`src/rtl/ps2_scancode_rx.sv`:
```
// rtl/ps2_scancode_rx.sv - PS/2 device-to-host receiver folding E0/F0 prefixes into make/break events in a FIFO.
// Optional typematic-repeat suppression is enabled by defining PS2_REPEAT_FILTER_EN.
module ps2_scancode_rx #(
    parameter int SYNC_STAGES    = 2,
    parameter int FILTER_LEN     = 4,
    parameter int TIMEOUT_CYCLES = 50000,
    parameter int FIFO_DEPTH     = 8
) (
    input  logic                              clk,
    input  logic                              rst_n,
    input  logic                              ps2_clk,
    input  logic                              ps2_dat,
    output logic [9:0]                        ev_data,
    output logic                              ev_valid,
    input  logic                              ev_ready,
    output logic [$clog2(FIFO_DEPTH+1)-1:0]   fifo_level,
    output logic                              overflow,
    input  logic                              ovf_clr,
    output logic                              frame_err
);

    localparam int FCW = (FILTER_LEN > 1) ? $clog2(FILTER_LEN) : 1;
    localparam int TCW = $clog2(TIMEOUT_CYCLES);
    localparam int AW  = $clog2(FIFO_DEPTH);
    localparam int LW  = $clog2(FIFO_DEPTH + 1);

    typedef enum logic [1:0] {S_IDLE, S_DATA, S_PARITY, S_STOP} state_t;

    logic [SYNC_STAGES-1:0] r_clk_sync, r_dat_sync;
    logic                   r_clk_filt;
    logic [FCW-1:0]         r_filt_cnt;
    logic                   w_clk_s, w_dat_s, w_fall;

    state_t     r_state, w_state_nxt;
    logic [2:0] r_bit_cnt;
    logic [7:0] r_shift;
    logic       r_par;
    logic [TCW-1:0] r_to_cnt;
    logic       w_byte_ok, w_err, w_timeout;

    logic       r_ext, r_brk;
    logic       r_ev_push;
    logic [9:0] r_ev_data;
    logic       r_frame_err;

    logic [9:0]    r_mem [FIFO_DEPTH];
    logic [AW-1:0] r_wr_ptr, r_rd_ptr;
    logic [LW-1:0] r_level;
    logic          r_overflow;
    logic          w_full, w_empty, w_push, w_pop;

    assign w_clk_s = r_clk_sync[SYNC_STAGES-1];
    assign w_dat_s = r_dat_sync[SYNC_STAGES-1];

    always_ff @(posedge clk or negedge rst_n) begin
        if (!rst_n) begin
            r_clk_sync <= '1;
            r_dat_sync <= '1;
            r_clk_filt <= 1'b1;
            r_filt_cnt <= '0;
        end else begin
            r_clk_sync <= {r_clk_sync[SYNC_STAGES-2:0], ps2_clk};
            r_dat_sync <= {r_dat_sync[SYNC_STAGES-2:0], ps2_dat};
            if (w_clk_s == r_clk_filt) begin
                r_filt_cnt <= '0;
            end else if (r_filt_cnt == FCW'(FILTER_LEN - 1)) begin
                r_clk_filt <= w_clk_s;
                r_filt_cnt <= '0;
            end else begin
                r_filt_cnt <= r_filt_cnt + 1'b1;
            end
        end
    end

    // The fall is recognised in the same cycle the filtered level flips to 0.
    assign w_fall = r_clk_filt && !w_clk_s && (r_filt_cnt == FCW'(FILTER_LEN - 1));

    always_ff @(posedge clk or negedge rst_n) begin
        if (!rst_n) r_state <= S_IDLE;
        else        r_state <= w_state_nxt;
    end

    always_comb begin
        w_state_nxt = r_state;
        w_byte_ok   = 1'b0;
        w_err       = 1'b0;
        w_timeout   = (r_state != S_IDLE) && !w_fall && (r_to_cnt == TCW'(TIMEOUT_CYCLES - 1));
        if (w_timeout) begin
            w_state_nxt = S_IDLE;
            w_err       = 1'b1;
        end else if (w_fall) begin
            case (r_state)
                S_IDLE:   if (!w_dat_s) w_state_nxt = S_DATA;
                S_DATA:   if (r_bit_cnt == 3'd7) w_state_nxt = S_PARITY;
                S_PARITY: w_state_nxt = S_STOP;
                S_STOP: begin
                    if (w_dat_s && (^{r_shift, r_par})) w_byte_ok = 1'b1;
                    else                               w_err     = 1'b1;
                    w_state_nxt = S_IDLE;
                end
                default:  w_state_nxt = S_IDLE;
            endcase
        end
    end

    always_ff @(posedge clk or negedge rst_n) begin
        if (!rst_n) begin
            r_bit_cnt <= '0;
            r_shift   <= '0;
            r_par     <= 1'b0;
            r_to_cnt  <= '0;
        end else begin
            if (r_state == S_IDLE || w_fall) r_to_cnt <= '0;
            else                             r_to_cnt <= r_to_cnt + 1'b1;
            if (w_fall) begin
                case (r_state)
                    S_IDLE:   r_bit_cnt <= '0;
                    S_DATA: begin
                        r_shift   <= {w_dat_s, r_shift[7:1]};
                        r_bit_cnt <= r_bit_cnt + 1'b1;
                    end
                    S_PARITY: r_par <= w_dat_s;
                    default:  ;
                endcase
            end
        end
    end

`ifdef PS2_REPEAT_FILTER_EN
    logic       r_trk_vld;
    logic [8:0] r_trk;
    logic       w_trk_match;
    assign w_trk_match = r_trk_vld && (r_trk == {r_ext, r_shift});
`endif

    always_ff @(posedge clk or negedge rst_n) begin
        if (!rst_n) begin
            r_ext       <= 1'b0;
            r_brk       <= 1'b0;
            r_ev_push   <= 1'b0;
            r_ev_data   <= '0;
            r_frame_err <= 1'b0;
`ifdef PS2_REPEAT_FILTER_EN
            r_trk_vld   <= 1'b0;
            r_trk       <= '0;
`endif
        end else begin
            r_ev_push   <= 1'b0;
            r_frame_err <= w_err;
            if (w_err) begin
                r_ext <= 1'b0;
                r_brk <= 1'b0;
`ifdef PS2_REPEAT_FILTER_EN
                r_trk_vld <= 1'b0;
`endif
            end else if (w_byte_ok) begin
                case (r_shift)
                    8'hE0:        r_ext <= 1'b1;
                    8'hF0:        r_brk <= 1'b1;
                    8'h00, 8'hFF: ;
                    default: begin
                        r_ext     <= 1'b0;
                        r_brk     <= 1'b0;
                        r_ev_data <= {r_brk, r_ext, r_shift};
`ifdef PS2_REPEAT_FILTER_EN
                        if (r_brk) begin
                            r_ev_push <= 1'b1;
                            if (w_trk_match) r_trk_vld <= 1'b0;
                        end else if (!w_trk_match) begin
                            r_ev_push <= 1'b1;
                            r_trk     <= {r_ext, r_shift};
                            r_trk_vld <= 1'b1;
                        end
`else
                        r_ev_push <= 1'b1;
`endif
                    end
                endcase
            end
        end
    end

    assign w_full  = (r_level == LW'(FIFO_DEPTH));
    assign w_empty = (r_level == '0);
    assign w_pop   = !w_empty && ev_ready;
    assign w_push  = r_ev_push && (!w_full || w_pop);

    always_ff @(posedge clk) begin
        if (w_push) r_mem[r_wr_ptr] <= r_ev_data;
    end

    always_ff @(posedge clk or negedge rst_n) begin
        if (!rst_n) begin
            r_wr_ptr   <= '0;
            r_rd_ptr   <= '0;
            r_level    <= '0;
            r_overflow <= 1'b0;
        end else begin
            if (w_push) r_wr_ptr <= r_wr_ptr + 1'b1;
            if (w_pop)  r_rd_ptr <= r_rd_ptr + 1'b1;
            case ({w_push, w_pop})
                2'b10:   r_level <= r_level + 1'b1;
                2'b01:   r_level <= r_level - 1'b1;
                default: ;
            endcase
            if (r_ev_push && w_full && !w_pop) r_overflow <= 1'b1;
            else if (ovf_clr)                  r_overflow <= 1'b0;
        end
    end

    assign ev_valid   = !w_empty;
    assign ev_data    = w_empty ? 10'd0 : r_mem[r_rd_ptr];
    assign fifo_level = r_level;
    assign overflow   = r_overflow;
    assign frame_err  = r_frame_err;

endmodule

```
`config.mk`:
```
export PLATFORM = sky130hd
export DESIGN_NAME = ps2_scancode_rx
export DESIGN_NICKNAME = d
export VERILOG_FILES = /design/src/rtl/ps2_scancode_rx.sv
export SDC_FILE = /design/constraint.sdc
export NUM_CORES = 1
export LEC_CHECK = 0
export BUFFER_PORTS_ARGS = -buffer_cell sky130_fd_sc_hd__buf_2
export CORE_MARGIN = 10
export CORE_UTILIZATION = 35
export CTS_CLUSTER_SIZE = 20
export DETAILED_ROUTE_END_ITERATION = 8
export SETUP_SLACK_MARGIN = 0.02
export SLEW_MARGIN = 30
export SYNTH_ARGS = -nofsm -noshare
export SYNTH_HDL_FRONTEND = slang
export SYNTH_SLANG_ARGS = --single-unit
export TNS_END_PERCENT = 50
```
`constraint.sdc`:
```
create_clock -name clk -period 5.5 [get_ports clk]
set_input_delay 0.275 -clock clk [delete_from_list [all_inputs] [get_ports clk]]
set_output_delay 0.275 -clock clk [all_outputs]
set_load 0.02 [all_outputs]
```
Yosys cells after proc, flatten, opt, wreduce, memory -nomap -nowiden:

Memory sizes are Yosys's and may differ from the RTL's.
Index checks and enable logic that the tools add are counted.

* add/subtract/negate cells: 7
* equality and inequality tests: 17
* multiplexer cells: 32
* bitwise gates (word level): 3
* reductions and logical operators: 37

Operator list (count)
* equality test 8 bit, second input constant: 3
* two-way mux 1 bit: 19
* adder 16 x 1 -> 16 bit, second input constant: 1
* equality test 16 bit, second input constant: 1
* two-way mux 16 bit: 1
* two-way mux 2 bit: 6
* AND reduction 2 bit: 6
* nonzero test 2 bit: 6
* two-way mux 10 bit: 1
* adder 3 x 1 -> 3 bit, second input constant: 3
* logical AND 1 bit: 9
* XOR reduction 9 bit: 1
* equality test 2 bit, second input constant: 4
* zero test 8 bit: 1
* case mux 2 bit (4 select lines): 1
* case mux 4 bit (2 select lines): 1
* != test 3 bit, second input constant: 2
* case mux 3 bit (2 select lines): 1
* AND reduction 3 bit: 2
* OR reduction 3 bit: 2
* zero test 1 bit: 5
* adder 4 x 1 -> 4 bit, second input constant: 1
* equality test 2 x 1 -> 1 bit, second input constant: 2
* equality test 4 bit, second input constant: 1
* 11 further kinds: 16

* register bits after elaboration: 62
* bits in writable memories: 80
* input port bits: 6
* output and inout port bits: 17
* logic and storage cells: 115
* memories kept: 1

Memory list
* r_mem: words 8, width 10, rd ports 1, clocked after Yosys merged registers in 0, wr ports 1, line 46 `logic [9:0] r_mem [FIFO_DEPTH];`

Logic depth before layout (Yosys ltp):

Gate-level depths: netlist (run 1).

* depth after elaboration: 9
* depth in mapped cells: 9
* gate-level depth less buffers: 9

Worst setup path before layout (run 1):

No wires, ideal clock.

* path kind: register to register
* start: reg r_level[1], in the netlist fifo_level[1]
* end: mem r_mem[0][0], enable pin
* setup time: 390 ps
* arrival: 1955 ps
* data required time: 5110 ps
* slack: 3155 ps
* cell stages (with the launch flop): 7
* path buffers: 1
* period minus slack after synthesis: 2345 ps
* cells stage by stage: dfrtp_1 > nor2_1 > nand4bb_1 > and2_1 > clkbuf_1 > nand2b_1 > nor3_1

* word-level cells in the longest chain between the ends: 7
* elaborated cells on any way between the ends: 9
* classes of those cells: eq/ne (1); mux (2); reduce/logical (6)

RTL lines
* start, declared: line 48 `logic [LW-1:0] r_level;`
* start signal, assigned: line 202 `2'b10: r_level <= r_level + 1'b1;`
* start signal, assigned: line 203 `2'b01: r_level <= r_level - 1'b1;`
* zero test 4 bit: line 184 `assign w_empty = (r_level == '0);`
* zero test 1 bit: line 185 `assign w_pop = !w_empty && ev_ready;`
* logical AND 1 bit: line 185
* logical OR 1 bit *: line 186 `assign w_push = r_ev_push && (!w_full || w_pop);`
* logical AND 1 bit *: line 186
* two-way mux 1 bit *: line 189 `if (w_push) r_mem[r_wr_ptr] <= r_ev_data;`
* two-way mux 1 bit (not written as such) *: line 189
* end, declared: line 46

Every way passes the cells marked *; elsewhere a longest branch is shown, timed or not.

Final worst setup path (run 1):

* start: reg r_rd_ptr[0]
* end: out ev_data[7]

* word-level cells in the longest chain between the ends: 2

RTL lines
* start, declared: line 47 `logic [AW-1:0] r_wr_ptr, r_rd_ptr;`
* start signal, assigned: line 200 `if (w_pop) r_rd_ptr <= r_rd_ptr + 1'b1;`
* memory read (8 x 10 bit)
* two-way mux 10 bit: line 212 `assign ev_data = w_empty ? 10'd0 : r_mem[r_rd_ptr];`
* end, declared: line 13 `output logic [9:0] ev_data,`

No other way between the ends.

==> impl_metrics.sql, run 1 <==
INSERT INTO impl_metrics (metric_group, metric, value, unit) VALUES
('detailed_routing', 'drt-total-wl', '10.51', 'mm'),
('logic_synthesis', 'synth_enable_flop_cells', '80', ''),
('timing', 'grt_setup_unrepaired', 'false', ''),
('timing', 'fin_worst_hold_slack', '0.01380', 'ns'),
('timing', 'measured_slew_at_the_worst_slew_check_pin', '0.7714', 'ns'),
('die', 'effective_utilization_at_floorplan', '35.76', '%'),
('timing', 'report.final.slew_viol_count', '0', ''),
('clock_tree', 'cts-resized-gates', '0', ''),
('final_layout', 'drive_gt1_share', '26.81', '%'),
('logic_synthesis', 'syn-mean-instance-area', '15.62', 'sq um'),
('setup_path', 'worstSetupStartpointType', 'register', ''),
('logic_synthesis', 'yosys_register_bits', '142', ''),
('setup_path', 'reg2reg_setup_slack', '3.09', 'ns'),
('min_path', 'min_path_type', 'input pin to asynchronous set/reset pin', ''),
('die', 'core', '16640', 'sq um'),
('clock_tree', 'clock_insertion_delay_worst_skew', '0.42', 'ns'),
('timing', 'post-route-period-util', '45.34', '%'),
('clock_tree', 'cts_buffer_depth', '2', ''),
('timing', 'relSlewSlack', '48.57', '%'),
('timing', 'fin_tns_setup', '0', 'ns'),
('global_routing', 'grt_first_pass_wirelength', '17.26', 'mm'),
('clock_tree', 'clk_root_buffer_cell', 'sky130_fd_sc_hd__clkbuf_16', ''),
('final_layout', 'area_growth_syn_to_layout', '17.66', '%'),
('logic_synthesis', 'synthDistinctLibCells', '43', ''),
('logic_synthesis', 'register_area_share_after_synthesis', '66.53', '%'),
('detailed_routing', 'drt_first_iter_violations', '182', ''),
('final_layout', 'design.final.nets', '435', ''),
('global_routing', 'grt-ovfl-total', '0', ''),
('clock_tree', 'cts_tree', 'built', ''),
('outcome', 'run_status', 'finished, final reports clean', ''),
('detailed_routing', 'wl_per_cell', '16.19', 'um'),
('setup_path', 'ff2ff_path_depth', '5', ''),
('timing', 'timing_hold_violations_final', '0', ''),
('global_routing', 'pin_count_of_the_biggest_net_entering_global_routing', '63', ''),
('placed_design', 'gp_congestion', '0.7258', ''),
('detailed_routing', 'ant_nets', '0', ''),
('clock_tree', 'cts_bufs_inserted', '17', ''),
('setup_path', 'crit_path_end_kind', 'primary output', ''),
('clock_tree', 'clock_pin_slew_reported_for_the_worst_setup_and_hold_paths_after_clock_tree_synthesis', '0.06', 'ns'),
('logic_synthesis', 'syn-instance-count', '381', ''),
('placed_design', 'dpl.hpwl', '6.632', 'mm'),
('timing', 'final-setup-viol-count', '0', ''),
('setup_path', 'timing_worst_setup_path_type', 'register to primary output', ''),
('die', 'die-area', '22620', 'sq um'),
('global_routing', 'globalRouteTotalUtil', '10.07', '%'),
('setup_path', 'crit_arrival', '2.22', 'ns'),
('detailed_routing', 'num_vias', '3156', ''),
('die', 'rows', '47', ''),
('setup_path', 'critical_path.max_fanout', '20', ''),
('die', 'die_x', '150.4', 'um'),
('placed_design', 'numPlacedInstances', '615', ''),
('final_layout', 'layout_commonest_cell', 'sky130_fd_sc_hd__edfxtp_1', ''),
('logic_synthesis', 'ys_async_sr_fraction', '43.66', '%'),
('detailed_routing', 'post_drt_via_cell_ratio', '4.863', ''),
('final_layout', 'final_cell_mix', '80 x sky130_fd_sc_hd__edfxtp_1, 56 x sky130_fd_sc_hd__dfrtp_1, 30 x sky130_fd_sc_hd__nor2_1', ''),
('run', 'timing.max_cap.violations', '0', ''),
('die', 'die_height', '150.4', 'um'),
('final_layout', 'final-instance-count-excl-fill', '649', ''),
('pwr', 'power_per_cell_area', '348.0', 'nW/um^2'),
('logic_synthesis', 'synth_nets', '400', ''),
('die', 'design.portCount', '23', ''),
('setup_path', 'r2r-start', 'r_shift[1]', ''),
('final_layout', 'diode_count', '0', ''),
('detailed_routing', 'dr_pass1_iterations', '4', ''),
('clock_tree', 'clock_tree.htree_level_count', '4', ''),
('detailed_routing', 'remaining_drc_errors', '0', ''),
('timing', 'worst_clock_skew', '0.009397', 'ns'),
('pwr', 'total_leakage_power', '2.781', 'nW'),
('logic_synthesis', 'synth_area', '5952', 'sq um'),
('pwr', 'ir_worst_vdd', '0.0002825', 'V'),
('final_layout', 'layout.filler_cells', '1486', ''),
('global_routing', 'number_of_global_route_vias_before_repair', '3318', ''),
('timing', 'clock.fmax', '0.4010', 'GHz'),
('placed_design', 'i_o_buffers', '22', ''),
('logic_synthesis', 'yosys_most_used_dff', 'sky130_fd_sc_hd__edfxtp_1', ''),
('clock_tree', 'cts.sink_count', '142', ''),
('setup_path', 'timing.critical_path.required', '5.22', 'ns'),
('setup_path', 'regToRegEndpoint', 'r_ev_data[9]', ''),
('timing', 'post_layout_minimum_cycle_time', '2.494', 'ns'),
('global_routing', 'antenna_violations_before_repair', '0', ''),
('logic_synthesis', 'synth-warning-count', '0', '');
-- cell families (layout without fill, tap and decap cells) --
family | Yosys count | after routing | synth area share, %
AOI/OAI and AO/OA | 29 | 29 | 3.132
xor gates and xnor gates | 23 | 23 | 3.847
adders and majority gates | 13 | 13 | 2.733
buffers and inverters | 23 | 71 | 1.619
DFF | 142 | 142 | 66.53
muxes | 53 | 53 | 14.15
and+or+nand+nor | 98 | 98 | 7.988
-- worst max path at each step --
stage | start | to | cells past startpoint
final | r_rd_ptr[0] | ev_data[7] | 5
after detailed placement | r_shift[0] | r_ev_data[9] | 5
after floorplan | fifo_level[1] | r_mem[0][0] | 6
after CTS | r_rd_ptr[0] | ev_data[7] | 5
after global placement | r_shift[0] | r_ev_data[9] | 5
after global routing | r_rd_ptr[0] | ev_data[7] | 5
-- layout make-up --
class	count	area [sq um]	share of cell area, %
inverter	12	45.04	0.6432
clock buffer	19	452.9	6.468
multi-input combinational	216	1939	27.69
timing repair buffer	27	152.6	2.180
clock inverter	13	176.4	2.519
sequential	142	3961	56.57
tap	220	275.3	3.931
-- state kept, by name (all words and copies together) (netlist names), 2 cells and up --
register and count:
fifo_level 4, r_rd_ptr 3, r_to_cnt 16, r_state 2, r_clk_sync 2, r_dat_sync 2, r_ev_data 10, r_wr_ptr 3
r_shift 8, r_filt_cnt 2, r_mem 80, r_bit_cnt 3
-- synthesized netlist by cell type, types with 5 or more instances --
cell type	n	area (sq um)
sky130_fd_sc_hd__ha_1	13	162.7
sky130_fd_sc_hd__dfrtp_1	57	1426
sky130_fd_sc_hd__mux2i_1	11	110.1
sky130_fd_sc_hd__dfstp_2	5	131.4
sky130_fd_sc_hd__xor2_1	11	96.34
sky130_fd_sc_hd__nand3_1	10	50.05
sky130_fd_sc_hd__nand2_1	15	56.30
sky130_fd_sc_hd__clkbuf_1	7	26.28
sky130_fd_sc_hd__mux2_4	9	135.1
sky130_fd_sc_hd__edfxtp_1	80	2402
sky130_fd_sc_hd__o21ai_0	11	55.05
sky130_fd_sc_hd__mux2_2	13	146.4
sky130_fd_sc_hd__nand4_1	6	37.54
sky130_fd_sc_hd__nor2_1	36	135.1
sky130_fd_sc_hd__inv_1	12	45.04
sky130_fd_sc_hd__nor3_1	11	55.05
sky130_fd_sc_hd__xnor2_1	10	87.58
sky130_fd_sc_hd__a21oi_1	6	30.03
sky130_fd_sc_hd__mux4_2	20	450.4
sky130_fd_sc_hd__nand2b_1	5	31.28
-- per-layer routing --
| layer | up-vias | wire length, um | global-route usage, % |
|---|---|---|---|
| li1 | 1502 | - | - |
| met1 | 1596 | 4515 | 11.61 |
| met2 | 49 | 5435 | 16.78 |
| met3 | 9 | 426 | 3.511 |
| met4 | 0 | 131 | 4.082 |
| met5 | - | 0 | 0 |
-- power breakdown --
| group | switching, mW | total (mW) | internal, mW |
|---|---|---|---|
| Combinational | 0.0537 | 0.0844 | 0.0307 |
| Clock | 0.452 | 1.20 | 0.747 |
| Sequential | 0.0144 | 1.15 | 1.14 |
-- through the flow --
stage	setup slack (ns)	power, mW	cell area [sq um]	utilization (%)
after CTS	2.947	2.472	6998	42.05
after floorplan	3.155	1.232	5952	-
after global placement	3.153	1.256	6325	38.00
after detailed placement	3.074	1.260	6349	38.15
final	3.006	2.437	7003	42.08
after global routing	2.836	2.530	7003	42.08
-- repair_timing --
| item | CTS | global route |
|---|---|---|
| hold buffers | 2 | 0 |
| setup endpoints to repair | 0 | 0 |
| endpoints found under the hold margin | 2 | 0 |
| setup buffers | 0 | 0 |
-- critical path: stages, from the launching register on --
cell                      delay [ns]
sky130_fd_sc_hd__dfrtp_1        0.39
sky130_fd_sc_hd__buf_4          0.41
sky130_fd_sc_hd__mux4_2         0.55
sky130_fd_sc_hd__mux2i_1        0.22
sky130_fd_sc_hd__nor2_1         0.06
sky130_fd_sc_hd__buf_2          0.16
Power figures use the tool's default switching activity.
==> inputs of run 2 (changes only) <==
- clock period: 5.5 -> 2.6 ns (I/O delays scaled with it)
==> run 2 against run 1 <==
Compared with the run above:
- core utilization rose by 0.13 points
- critical path depth unchanged
- clock power grew 97%
- power rose by 110%
- sequential power is 110% higher
- flip-flop and latch count unchanged
- critical endpoint unchanged
==> impl_metrics.sql, run 2 (same netlist as run 1, synthesis figures left out) <==
INSERT INTO impl_metrics (metric_group, metric, value, unit) VALUES
('outcome', 'run_status', 'finished, final reports clean', ''),
('setup_path', 'ff2ff_path_depth', '6', ''),
('setup_path', 'slowest_delay', '0.56', 'ns'),
('die', 'rows', '47', ''),
('global_routing', 'antenna_violations_before_repair', '0', ''),
('detailed_routing', 'drt_first_iter_violations', '174', ''),
('setup_path', 'crit_arrival', '2.17', 'ns'),
('setup_path', 'timing_worst_setup_path_type', 'register to primary output', ''),
('detailed_routing', 'wl_per_cell', '16.34', 'um'),
('detailed_routing', 'ant_nets', '0', ''),
('final_layout', 'layout_commonest_cell', 'sky130_fd_sc_hd__edfxtp_1', ''),
('global_routing', 'pin_count_of_the_biggest_net_entering_global_routing', '36', ''),
('timing', 'relSlewSlack', '48.11', '%'),
('detailed_routing', 'num_vias', '3229', ''),
('setup_path', 'regToRegEndpoint', 'r_ev_data[9]', ''),
('placed_design', 'dpl.hpwl', '7.121', 'mm'),
('timing', 'measured_slew_at_the_worst_slew_check_pin', '0.7784', 'ns'),
('pwr', 'power_per_cell_area', '711.3', 'nW/um^2'),
('timing', 'timing_hold_violations_final', '0', ''),
('clock_tree', 'holdBufCountCts', '4', ''),
('global_routing', 'globalRouteTotalUtil', '10.17', '%'),
('placed_design', 'i_o_buffers', '22', ''),
('setup_path', 'crit_path_end_kind', 'primary output', ''),
('die', 'effective_utilization_at_floorplan', '35.76', '%'),
('final_layout', 'top_flop_regs', 'r_mem: 80 flops, r_to_cnt: 16 flops, r_ev_data: 10 flops', ''),
('pwr', 'ir_worst_vdd', '0.0004966', 'V'),
('global_routing', 'number_of_global_route_vias_before_repair', '3368', ''),
('global_routing', 'grt-ovfl-total', '0', ''),
('setup_path', 'reg2reg_setup_slack', '0.37', 'ns'),
('die', 'core', '16640', 'sq um'),
('setup_path', 'setup.worst_path.start', 'r_rd_ptr[0]', ''),
('clock_tree', 'cts.sink_count', '142', ''),
('final_layout', 'final-instance-count-excl-fill', '663', ''),
('pwr', 'total_leakage_power', '2.797', 'nW'),
('final_layout', 'final_cell_mix', '80 x sky130_fd_sc_hd__edfxtp_1, 57 x sky130_fd_sc_hd__dfrtp_1, 36 x sky130_fd_sc_hd__nor2_1', ''),
('final_layout', 'largest_register_ffs', '80', ''),
('final_layout', 'design.final.nets', '449', ''),
('die', 'die_height', '150.4', 'um'),
('setup_path', 'path_cells', 'buf_4 -> mux4_2 -> mux2i_1 -> nor2_1 -> buf_2', ''),
('global_routing', 'grt_first_pass_wirelength', '17.68', 'mm'),
('detailed_routing', 'dr_pass1_iterations', '4', ''),
('setup_path', 'worstSetupStartpointType', 'register', ''),
('die', 'design.portCount', '23', ''),
('detailed_routing', 'drt-total-wl', '10.83', 'mm'),
('clock_tree', 'cts-resized-gates', '0', ''),
('die', 'die-area', '22620', 'sq um'),
('timing', 'grt_setup_unrepaired', 'false', ''),
('timing', 'fin_worst_hold_slack', '0.05386', 'ns'),
('setup_path', 'timing.critical_path.required', '2.47', 'ns'),
('final_layout', 'area_occupied_by_multi_input_gates', '1902', 'sq um'),
('placed_design', 'numPlacedInstances', '627', ''),
('setup_path', 'endpoint', 'ev_data[7]', ''),
('timing', 'post_layout_minimum_cycle_time', '2.302', 'ns'),
('clock_tree', 'clk_root_buffer_cell', 'sky130_fd_sc_hd__clkbuf_16', ''),
('final_layout', 'diode_count', '0', ''),
('timing', 'fin_tns_setup', '0', 'ns'),
('clock_tree', 'cts_bufs_inserted', '17', ''),
('placed_design', 'gp_congestion', '0.7793', ''),
('clock_tree', 'clock_insertion_delay_worst_skew', '0.41', 'ns'),
('final_layout', 'top_register', 'r_mem', ''),
('final_layout', 'final-seq-area', '3960', 'sq um'),
('final_layout', 'layout.filler_cells', '1503', ''),
('timing', 'post-route-period-util', '88.54', '%'),
('timing', 'report.final.slew_viol_count', '0', ''),
('die', 'die_x', '150.4', 'um'),
('clock_tree', 'cts_setup_buffers', '0', ''),
('final_layout', 'drive_gt1_share', '25.73', '%'),
('final_layout', 'area_growth_syn_to_layout', '18.02', '%'),
('detailed_routing', 'remaining_drc_errors', '0', ''),
('setup_path', 'critical_path.max_fanout', '20', ''),
('timing', 'worst_clock_skew', '0.008023', 'ns'),
('timing', 'clock.fmax', '0.4344', 'GHz'),
('detailed_routing', 'post_drt_via_cell_ratio', '4.870', ''),
('clock_tree', 'clock_tree.htree_level_count', '4', ''),
('setup_path', 'r2r-start', 'r_shift[0]', ''),
('clock_tree', 'cts_buffer_depth', '2', ''),
('run', 'timing.max_cap.violations', '0', ''),
('min_path', 'min_path_type', 'input pin to register', ''),
('timing', 'final-setup-viol-count', '0', ''),
('clock_tree', 'clock_pin_slew_reported_for_the_worst_setup_and_hold_paths_after_clock_tree_synthesis', '0.06', 'ns'),
('setup_path', 'crit_slowest_cell', 'sky130_fd_sc_hd__mux4_2', ''),
('clock_tree', 'cts_tree', 'built', '');
==> run 2: cell types whose count changed in the layout (fill, tap and decap cells not counted), moves of 2 or more <==
cell | before | now
sky130_fd_sc_hd__buf_4 | 3 | 15
sky130_fd_sc_hd__clkbuf_1 | 0 | 4
sky130_fd_sc_hd__clkinv_2 | 0 | 2
sky130_fd_sc_hd__dlygate4sd3_1 | 2 | 4
sky130_fd_sc_hd__inv_6 | 4 | 1
sky130_fd_sc_hd__nor2_1 | 30 | 36
sky130_fd_sc_hd__nor2_2 | 6 | 0
sky130_fd_sc_hd__nor3_1 | 9 | 11
sky130_fd_sc_hd__nor3_4 | 2 | 0
==> run 2: where the power goes <==
| part | internal [mW] | switching [mW] | total [mW] |
|---|---|---|---|
| clock | 1.47 | 0.897 | 2.36 |
| combinational | 0.0759 | 0.118 | 0.193 |
| sequential | 2.41 | 0.0298 | 2.44 |
| total | 3.95 | 1.04 | 5.00 |
==> run 2: stage by stage <==
step	instance area, sq um	utilization (%)	power [mW]	setup WS (ns)
finish	7024	42.21	4.997	0.2980
global route	7024	42.21	5.185	0.1227
CTS	7024	42.21	5.053	0.2226
detailed placement	6405	38.49	2.677	0.3854
global placement	6405	38.49	2.665	0.4614
floorplan	5952	-	2.606	0.2547
==> run 2: cell type report <==
class,instances,area share [%]
inverter,12,0.6413
sequential,142,56.38
clock inverter,9,1.585
tap,220,3.919
multi-input combinational,216,27.08
clock buffer,23,6.662
timing repair buffer,41,3.741
==> run 2: worst min-delay path by stage <==
| stage | slack, ns | to | from | depth (start not counted) |
|---|---|---|---|---|
| after global routing | 0.05 | r_rd_ptr[2] | ev_ready | 3 |
| final | 0.05 | r_rd_ptr[2] | ev_ready | 3 |
| after CTS | 0.03 | r_rd_ptr[2] | ev_ready | 3 |
| after floorplan | -0.17 | fifo_level[0] | rst_n | 0 |
| after detailed placement | 0.24 | r_clk_sync[0] | ps2_clk | 1 |
| after global placement | 0.24 | r_clk_sync[0] | ps2_clk | 1 |
==> run 2: critical path, delay by kind of cell (launching register included) <==
family | cells | cell delay, ns
buffers and inverters | 2 | 0.55
AND/OR/NAND/NOR | 1 | 0.07
flip-flops | 1 | 0.38
multiplexers | 2 | 0.75
==> run 2: metal layers <==
metal | up-vias | track usage [%] | wire, um
met1 | 1646 | 12.23 | 4843
li1 | 1523 | - | -
met3 | 8 | 3.421 | 451
met4 | 0 | 3.353 | 102
met5 | - | 0 | 0
met2 | 52 | 16.80 | 5435
==> inputs of run 3 (changes only) <==
- clock period: 2.6 -> 2.2 ns (I/O delays scaled with it)
==> run 3 against run 2 <==
Compared with the run above:
- non-clock buffer count increased by 8
- clock power increased by 12%
- highest routed layer unchanged
- worst hold slack improved by 0.17 ns
- flip-flop and latch count unchanged
==> impl_metrics.sql, run 3 (same netlist as run 1, synthesis figures left out) <==
INSERT INTO impl_metrics (metric_group, metric, value, unit) VALUES
('outcome', 'run_status', 'finished, final reports clean', ''),
('detailed_routing', 'post_drt_via_cell_ratio', '4.791', ''),
('setup_path', 'crit_path_end_kind', 'primary output', ''),
('setup_path', 'endpoint', 'ev_data[8]', ''),
('die', 'die-area', '22620', 'sq um'),
('clock_tree', 'cts_bufs_inserted', '17', ''),
('placed_design', 'dp_slack', '0.05081', 'ns'),
('timing', 'relSlewSlack', '51.95', '%'),
('setup_path', 'ff2ff_path_depth', '6', ''),
('final_layout', 'final_cell_mix', '80 x sky130_fd_sc_hd__edfxtp_1, 56 x sky130_fd_sc_hd__dfrtp_1, 36 x sky130_fd_sc_hd__nor2_1', ''),
('clock_tree', 'clk_root_buffer_cell', 'sky130_fd_sc_hd__clkbuf_16', ''),
('global_routing', 'grt_first_pass_wirelength', '17.86', 'mm'),
('final_layout', 'top_register', 'r_mem', ''),
('setup_path', 'setup.worst_path.start', 'r_rd_ptr[0]', ''),
('timing', 'worst_clock_skew', '0.007030', 'ns'),
('detailed_routing', 'num_vias', '3215', ''),
('pwr', 'power.switching_fraction', '23.31', '%'),
('setup_path', 'timing_worst_setup_path_type', 'register to primary output', ''),
('final_layout', 'diode_count', '0', ''),
('die', 'die_x', '150.4', 'um'),
('timing', 'post_layout_minimum_cycle_time', '2.094', 'ns'),
('final_layout', 'drive_gt1_share', '28.82', '%'),
('setup_path', 'worstSetupStartpointType', 'register', ''),
('run', 'timing.max_cap.violations', '0', ''),
('detailed_routing', 'ant_nets', '0', ''),
('clock_tree', 'clock_pin_slew_reported_for_the_worst_setup_and_hold_paths_after_clock_tree_synthesis', '0.06', 'ns'),
('final_layout', 'design.final.nets', '457', ''),
('die', 'design.portCount', '23', ''),
('clock_tree', 'cts_setup_buffers', '0', ''),
('placed_design', 'i_o_buffers', '22', ''),
('pwr', 'ir_worst_vdd', '0.0005265', 'V'),
('setup_path', 'critical_path.max_fanout', '11', ''),
('detailed_routing', 'wl_per_cell', '16.20', 'um'),
('global_routing', 'pin_count_of_the_biggest_net_entering_global_routing', '27', ''),
('clock_tree', 'cts_buffer_depth', '2', ''),
('timing', 'layout_setup_ws', '0.1056', 'ns'),
('detailed_routing', 'dr_pass1_iterations', '5', ''),
('timing', 'post-route-period-util', '95.20', '%'),
('clock_tree', 'clock_insertion_delay_worst_skew', '0.42', 'ns'),
('clock_tree', 'cts_tree', 'built', ''),
('die', 'die_height', '150.4', 'um'),
('detailed_routing', 'drt_first_iter_violations', '140', ''),
('final_layout', 'area_growth_syn_to_layout', '19.49', '%'),
('pwr', 'power_frac_seq', '50.1', '%'),
('timing', 'grt_setup_unrepaired', 'true', ''),
('die', 'effective_utilization_at_floorplan', '35.76', '%'),
('detailed_routing', 'remaining_drc_errors', '0', ''),
('timing', 'timing_hold_violations_final', '0', ''),
('clock_tree', 'clock_tree.htree_level_count', '4', ''),
('timing', 'report.final.slew_viol_count', '0', ''),
('placed_design', 'dpl.hpwl', '6.991', 'mm'),
('die', 'rows', '47', ''),
('global_routing', 'grt-ovfl-total', '0', ''),
('timing', 'clock.fmax', '0.4775', 'GHz'),
('final_layout', 'layout.filler_cells', '1490', ''),
('setup_path', 'regToRegEndpoint', 'r_ev_data[2]', ''),
('clock_tree', 'cts.sink_count', '142', ''),
('timing', 'final-setup-viol-count', '0', ''),
('min_path', 'min_path_type', 'input pin to asynchronous set/reset pin', ''),
('global_routing', 'number_of_global_route_vias_before_repair', '3374', ''),
('pwr', 'clkPwrFrac', '45.9', '%'),
('pwr', 'totalPowerFinal', '5.750', 'mW'),
('timing', 'measured_slew_at_the_worst_slew_check_pin', '0.7207', 'ns'),
('setup_path', 'crit_arrival', '1.98', 'ns'),
('pwr', 'power.switching', '1.340', 'mW'),
('final_layout', 'largest_register_ffs', '80', ''),
('pwr', 'power_per_cell_area', '808.5', 'nW/um^2'),
('pwr', 'power.share.combinational', '4.0', '%'),
('global_routing', 'globalRouteTotalUtil', '10.35', '%'),
('placed_design', 'gp_congestion', '0.7836', ''),
('setup_path', 'timing.critical_path.required', '2.09', 'ns'),
('die', 'core', '16640', 'sq um'),
('pwr', 'cellInternalPower', '4.410', 'mW'),
('final_layout', 'top_flop_regs', 'r_mem: 80 flops, r_to_cnt: 16 flops, r_ev_data: 10 flops', ''),
('detailed_routing', 'drt-total-wl', '10.87', 'mm'),
('global_routing', 'antenna_violations_before_repair', '0', ''),
('final_layout', 'layout_commonest_cell', 'sky130_fd_sc_hd__edfxtp_1', ''),
('setup_path', 'reg2reg_setup_slack', '0.18', 'ns'),
('pwr', 'total_leakage_power', '2.873', 'nW'),
('setup_path', 'r2r-start', 'r_shift[2]', '');
[run 3: what timing repair did]
action	4_1_cts	5_1_grt
setup endpoints to repair	0	12
hold buffers	5	0
hold endpoints to repair	28	0
resized for setup	0	6
[run 3: critical path: stages (launching register included)]
cell                      delay (ns)
sky130_fd_sc_hd__dfrtp_2        0.43
sky130_fd_sc_hd__buf_12         0.18
sky130_fd_sc_hd__mux4_2         0.53
sky130_fd_sc_hd__mux2i_2        0.19
sky130_fd_sc_hd__nor2_1         0.07
sky130_fd_sc_hd__buf_2          0.16
[run 3: how the worst min path moves through the flow]
| stage | endpoint | cells past startpoint | slack [ns] |
|---|---|---|---|
| after global placement | r_par | 1 | 0.15 |
| after detailed placement | r_par | 1 | 0.16 |
| after floorplan | fifo_level[0] | 0 | -0.19 |
| final | r_par | 2 | 0.23 |
| after CTS | r_ev_data[3] | 2 | 0.24 |
| after global routing | r_ev_data[3] | 2 | 0.27 |
[run 3: power by group through the flow]
stage               Clock [mW]  Combinational [mW]  Sequential, mW
detailed placement           0               0.228            2.93
global placement             0               0.220            2.93
CTS                       2.72               0.237            2.88
finish                    2.64               0.230            2.88
global route              2.85               0.277            2.88
floorplan                    0               0.154            2.93
[run 3: cell type report]
| class | instances | area, sq um | area share [%] |
|---|---|---|---|
| Inverter | 12 | 45.04 | 0.6334 |
| Sequential cell | 142 | 3961 | 55.70 |
| Timing Repair Buffer | 49 | 357.8 | 5.032 |
| Clock buffer | 17 | 425.4 | 5.982 |
| Multi-Input combinational cell | 216 | 1923 | 27.04 |
| Clock inverter | 15 | 123.9 | 1.742 |
| Tap cell | 220 | 275.3 | 3.871 |
[run 3: stage by stage]
stage | hold slack (ns) | area, sq um | cells | util, % | setup TNS (ns)
final | 0.2268 | 7112 | 671 | 42.73 | 0
after global routing | 0.2653 | 7112 | 671 | 42.73 | 0
after CTS | 0.2385 | 7067 | 670 | 42.46 | 0
after detailed placement | 0.1576 | 6467 | 633 | 38.86 | 0
after global placement | 0.1501 | 6467 | 633 | 38.86 | 0
after floorplan | -0.1856 | 5957 | 381 | - | -1.450
[run 3: layer usage]
layer  part of all wire, %  up-vias  track usage, %
met5                     0        -               0
met4                   1.1        0           3.887
met3                   3.6       10           3.631
met2                    51       43           16.62
met1                    45     1625           12.58
li1                      -     1537               -
